==> config.mk <==
export PLATFORM = sky130hd
export DESIGN_NAME = video_dram_arb
export DESIGN_NICKNAME = d
export VERILOG_FILES = /design/src/rtl/video_dram_arb.sv
export SDC_FILE = /design/constraint.sdc
export NUM_CORES = 1
export LEC_CHECK = 0
export CAP_MARGIN = 20
export CORE_ASPECT_RATIO = 1.1
export CORE_MARGIN = 10
export CORE_UTILIZATION = 35
export DETAILED_ROUTE_END_ITERATION = 7
export PLACE_DENSITY = 0.84
export SYNTH_ARGS = -nofsm -noshare
export SYNTH_HDL_FRONTEND = slang
export SYNTH_SLANG_ARGS = --single-unit
==> constraint.sdc <==
create_clock -name clk -period 3.8 [get_ports clk]
set_clock_uncertainty 0.15 [all_clocks]
set_input_delay 0.95 -clock clk [delete_from_list [all_inputs] [get_ports clk]]
set_output_delay 0.95 -clock clk [all_outputs]
set_load 0.005 [all_outputs]
==> src/rtl/video_dram_arb.sv <==
// Cycle-slot arbiter for the shared 16-bit video DRAM port: picks one owner per 4-clk DRAM
// cycle at the c3 edge, muxes the access onto the DRAM controller and emits handshakes.
module video_dram_arb #(
  parameter int unsigned AW           = 21,
  parameter int unsigned BWW          = 5,
  parameter int unsigned CPU_LP_SLOTS = 4
) (
  input  logic          clk,
  input  logic          res,
  input  logic          c0,
  input  logic          c2,
  input  logic          c3,
  input  logic          video_go,
  input  logic [BWW-1:0] video_bw,
  input  logic [AW-1:0] video_addr,
  input  logic          cpu_req,
  input  logic          cpu_rnw,
  input  logic [AW-1:0] cpu_addr,
  input  logic [15:0]   cpu_wdata,
  input  logic [1:0]    cpu_bsel,
  input  logic          ts_z80_lp,
  input  logic          tm_req,
  input  logic [AW-1:0] tm_addr,
  input  logic          ts_req,
  input  logic [AW-1:0] ts_addr,
  output logic [AW-1:0] dram_addr,
  output logic          dram_req,
  output logic          dram_rnw,
  output logic [15:0]   dram_wdata,
  output logic [1:0]    dram_bsel,
  output logic          video_pre_next,
  output logic          video_next,
  output logic          video_strobe,
  output logic          video_next_strobe,
  output logic          tm_next,
  output logic          ts_pre_next,
  output logic          ts_next,
  output logic          cpu_next,
  output logic          cpu_strobe,
  output logic          vid_ovf
);

  localparam int unsigned LPW = (CPU_LP_SLOTS > 2) ? $clog2(CPU_LP_SLOTS) : 1;
  localparam logic [LPW-1:0] LpMax = LPW'(CPU_LP_SLOTS - 1);

  typedef enum logic [2:0] {OwnIdle, OwnVid, OwnCpu, OwnTm, OwnTs} owner_e;

  owner_e          owner_q, win;
  logic [BWW-1:0]  vcnt_q, vbudget;
  logic [LPW-1:0]  lpcnt_q;
  logic            vid_ovf_q;
  logic [AW-1:0]   dram_addr_q;
  logic            dram_req_q, dram_rnw_q;
  logic [15:0]     dram_wdata_q;
  logic [1:0]      dram_bsel_q;
  logic            unused_c0;

  assign unused_c0 = c0;

  // A fresh video_go replaces the remaining budget; the slot granted with it counts against it.
  always_comb begin
    vbudget = video_go ? video_bw : vcnt_q;
    win     = OwnIdle;
    if (vbudget != '0)                                        win = OwnVid;
    else if (cpu_req && (!ts_z80_lp || lpcnt_q == LpMax))     win = OwnCpu;
    else if (tm_req)                                          win = OwnTm;
    else if (ts_req)                                          win = OwnTs;
    else if (cpu_req)                                         win = OwnCpu;
  end

  always_ff @(posedge clk) begin
    if (res) begin
      owner_q      <= OwnIdle;
      vcnt_q       <= '0;
      lpcnt_q      <= '0;
      vid_ovf_q    <= 1'b0;
      dram_addr_q  <= '0;
      dram_req_q   <= 1'b0;
      dram_rnw_q   <= 1'b0;
      dram_wdata_q <= '0;
      dram_bsel_q  <= '0;
    end else if (c3) begin
      owner_q <= win;
      vcnt_q  <= (win == OwnVid) ? vbudget - BWW'(1) : vbudget;
      if (video_go && vcnt_q != '0) vid_ovf_q <= 1'b1;
      if (!cpu_req || win == OwnCpu)                lpcnt_q <= '0;
      else if (win != OwnVid && lpcnt_q != LpMax)   lpcnt_q <= lpcnt_q + LPW'(1);
      dram_req_q   <= (win != OwnIdle);
      dram_wdata_q <= (win == OwnCpu) ? cpu_wdata : '0;
      dram_bsel_q  <= (win == OwnCpu) ? cpu_bsel : '0;
      case (win)
        OwnVid:  begin dram_addr_q <= video_addr; dram_rnw_q <= 1'b1;    end
        OwnCpu:  begin dram_addr_q <= cpu_addr;   dram_rnw_q <= cpu_rnw; end
        OwnTm:   begin dram_addr_q <= tm_addr;    dram_rnw_q <= 1'b1;    end
        OwnTs:   begin dram_addr_q <= ts_addr;    dram_rnw_q <= 1'b1;    end
        default: begin dram_addr_q <= '0;         dram_rnw_q <= 1'b0;    end
      endcase
    end
  end

  assign dram_addr  = dram_addr_q;
  assign dram_req   = dram_req_q;
  assign dram_rnw   = dram_rnw_q;
  assign dram_wdata = dram_wdata_q;
  assign dram_bsel  = dram_bsel_q;
  assign vid_ovf    = vid_ovf_q;

  // Pulses are masked during reset so an abandoned slot never reports completion.
  assign video_pre_next    = !res && c3 && (win == OwnVid);
  assign ts_pre_next       = !res && c3 && (win == OwnTs);
  assign video_strobe      = !res && c2 && (owner_q == OwnVid);
  assign video_next_strobe = video_strobe && (win == OwnVid);
  assign cpu_strobe        = !res && c2 && (owner_q == OwnCpu) && dram_rnw_q;
  assign video_next        = !res && c3 && (owner_q == OwnVid);
  assign cpu_next          = !res && c3 && (owner_q == OwnCpu);
  assign tm_next           = !res && c3 && (owner_q == OwnTm);
  assign ts_next           = !res && c3 && (owner_q == OwnTs);

endmodule

==> results.yml, run 1 <==
detailed_routing:
  wl_per_cell_um: 18.0
  vias: 3441
  vias_per_cell: 5.31
  route.antenna.remaining_nets: 0
  drc_errors: 0
  initialDrtViolationCount: 148
  drtPass1Iterations: 5
  routed_wirelength_mm: 11.7
critical_path:
  path_class: "input port to primary output"
  critPathSlowestCell: "or4b_4"
  end_kind: "primary output"
  cp.required_ns: 2.70
  critPathMaxStageDelay_ns: 0.47
  startpoint_type: "input port"
  critPathArrivalTime_ns: 2.66
  reg2reg_to: "dram_wdata[14]$_SDFFE_PP0P_"
  reg2reg_from: "vcnt_q[0]$_SDFFE_PP0P_"
  reg2reg_slack_ns: 0.83
  cp_max_fo: 2
  rr_worst_depth: 9
  cp_cell_sequence: "clkdlybuf4s15_1 > mux2i_2 > ha_2 > or4b_4 > buf_6 > a21oi_4 > and3_4 > buf_2"
global_routing:
  track_usage_pct: 17.7
  grt_pass1_wl_mm: 18.2
  grt_pass1_vias: 3760
  grt_max_degree: 51
  grt-ovfl-total: 0
  antenna_found_initial: 0
synth:
  yosysMostFrequentCell: "dfxtp_1"
  synthTopCellsByArea: "dfxtp_1 35%, mux2i_1 7.7%, nand2_1 5.8%, a22oi_1 5.5%, nand3b_1 5.5%"
  netlist_area_um2: 3000
  ys_warn_count: 0
  syn_nets: 482
  ys_ff_latch: 52
  synthFlopType: "dfxtp_1"
  yosys.cell_types.count: 44
  synth-edff-count: 0
  avgSynthCellArea_um2: 8.29
  synth_common_cells: "52 x dfxtp_1, 46 x nand2_1, 28 x clkbuf_1"
  synthArstFlopShare_pct: 0
  yosys.area.top_type_share_pct: 34.7
  post-synth-top-area-cell: "dfxtp_1"
  synthCells: 362
  yosysSeqAreaShare_pct: 34.7
place:
  numPortBuffers: 167
  dpl_cell_area_um2: 4850
  dpl.hpwl_mm: 8.85
  placedCellCount: 624
  gp_congestion: 0.878
power:
  power_density_nw_per_um2: 281
  peakVddDrop_uv: 169
  p_leak_uw: 0.00190
hold_path:
  hold_start: "dram_req$_SDFFE_PP0P_"
  min_path_cells: 2
  hp-class: "register to register"
  hold_end: "dram_req$_SDFFE_PP0P_"
final_layout:
  fillers: 735
  n_antenna_cell: 0
  drive_gt1_share_pct: 12.1
  finalInstanceArea_um2: 5090
  instances_no_fill: 648
  fin_nets: 656
  synthToLayoutAreaGrowth_pct: 69.5
floorplan:
  initial_utilization_pct: 35.9
  dieWidth_um: 108
  die_y_um: 117
  rows: 35
  core_region_area_um2: 8360
  ioPinCount: 169
  die_area_um2: 12700
clock_network:
  numClockSinks: 52
  cts_tree: "done"
  clk_latency_ns: 0.30
  clk_root_buffer_cell: "clkbuf_8"
  cts_buffers: 5
  ctsHoldBuffers: 0
  htree_levels: 2
  clockBufferDepth: 2
  clk_pin_slew_ns: 0.10
timing:
  hold_violations: 0
  final_max_slew_viol_count: 0
  slew_headroom_pct: 58.2
  min_period_ns: 3.76
  tightest_slew_ns: 0.627
  post-route-period-util_pct: 99.0
  finalSetupViolCount: 0
  clock.fmax_mhz: 266
job:
  cap_violations: 0
outcome:
  status: "finished, final reports clean"
[sequential cells by signal, indices dropped and copies added (netlist names)]
signal	cells
dram_req	1
dram_addr	21
lpcnt_q	2
dram_wdata	16
dram_bsel	2
vid_ovf	1
vcnt_q	5
dram_rnw	1
owner_q	3
[per-stage QoR]
stage / setup WS [ns] / total power [µW] / hold WS, ns / TNS, ns / utilization, %
5_1_grt: -0.000870 / 1500 / 0.359 / -0.000870 / 60.8
3_5_place_dp: -0.650 / 1010 / 0.304 / -10.95 / 58.0
4_1_cts: -0.0390 / 1430 / 0.327 / -0.0390 / 60.6
6_report: 0.0377 / 1430 / 0.325 / 0 / 60.8
2_1_floorplan: 0.0247 / 782 / 0.302 / 0 / -
3_3_place_gp: -0.623 / 1000 / 0.295 / -9.33 / 58.0
[cells by family after synthesis]
kind of cell	synth area share, %
buffers and inverters	5.96
and+or+nand+nor	27.8
DFF	34.7
AOI/OAI and AO/OA	21.8
xor gates and xnor gates	0.876
adders and majority gates	0.834
muxes	8.04
[cell type report]
| cell class | instances | area, µm² | share of cell area, % |
|---|---|---|---|
| clock inverter | 3 | 46.3 | 0.910 |
| tap | 111 | 139 | 2.73 |
| sequential | 52 | 1040 | 20.5 |
| timing repair buffer | 205 | 1940 | 38.2 |
| inverter | 5 | 18.8 | 0.369 |
| multi-input combinational | 267 | 1830 | 36.0 |
| clock buffer | 5 | 68.8 | 1.35 |
[worst max-delay path, delay by kind of cell]
kind / cells / cell delay (ns)
buffers and inverters: 3 / 0.47
multiplexers: 1 / 0.21
AO/OA/AOI/OAI: 1 / 0.15
adder cells (fa/ha/maj): 1 / 0.22
AND/OR/NAND/NOR: 2 / 0.66
[cell usage in the layout (no fill, tap or decap), types with 2 or more instances in the layout]
cell type	Yosys	routed
mux2i_2	0	2
a22oi_1	22	22
a31o_2	2	2
o21ai_0	3	3
nand3_1	3	3
a21o_1	2	2
nor3_1	7	7
a311oi_1	3	3
mux2i_1	23	21
and2_1	19	19
or3_1	2	2
o32ai_1	2	2
buf_4	2	36
nand3b_1	22	22
clkbuf_8	0	5
xor2_1	2	2
clkbuf_2	0	2
o211ai_1	19	19
nand4_1	22	22
clkdlybuf4s50_1	0	159
a22o_1	18	18
nor3b_1	2	2
nor2_1	13	12
a211oi_1	3	3
nand2b_1	8	8
dfxtp_1	52	52
inv_1	5	5
a21oi_1	6	6
nand2_1	46	45
buf_2	8	3
[worst max-delay path by stage]
stage | start | endpoint | depth (start not counted)
after floorplan | video_go | ts_pre_next | 8
after CTS | video_bw[1] | ts_pre_next | 8
after global placement | video_go | ts_pre_next | 7
final | video_bw[1] | ts_pre_next | 8
after detailed placement | video_go | ts_pre_next | 7
after global routing | video_go | ts_pre_next | 8
[layer usage]
metal	GRT usage (%)	vias up	part of all wire [%]
met5	0	-	0
met4	5.72	0	1.5
met2	31.4	140	51
li1	-	1680	-
met1	18.2	1611	37
met3	8.16	10	11
[what timing repair did]
| action | 4_1_cts | 5_1_grt |
|---|---|---|
| gates resized for setup | 19 | 9 |
| setup buffers | 14 | 2 |
| endpoints found under the setup margin | 7 | 3 |
| pin swaps | 2 | 4 |
[power breakdown]
| part | total, µW | internal (µW) | switching, µW |
|---|---|---|---|
| logic | 436 | 260 | 176 |
| clock network | 398 | 199 | 199 |
| registers | 594 | 575 | 18.8 |
Power figures use the tool's default switching activity.
==> inputs of run 2 (changes only) <==
--- a/config.mk
+++ b/config.mk
@@ -10,6 +10,7 @@
 export CORE_MARGIN = 10
 export CORE_UTILIZATION = 35
 export DETAILED_ROUTE_END_ITERATION = 7
+export GPL_ROUTABILITY_DRIVEN = 0
 export PLACE_DENSITY = 0.84
 export SYNTH_ARGS = -nofsm -noshare
 export SYNTH_HDL_FRONTEND = slang
==> results of run 2 <==
No change in the layout: final DEF, timing and power equal those of run 1.
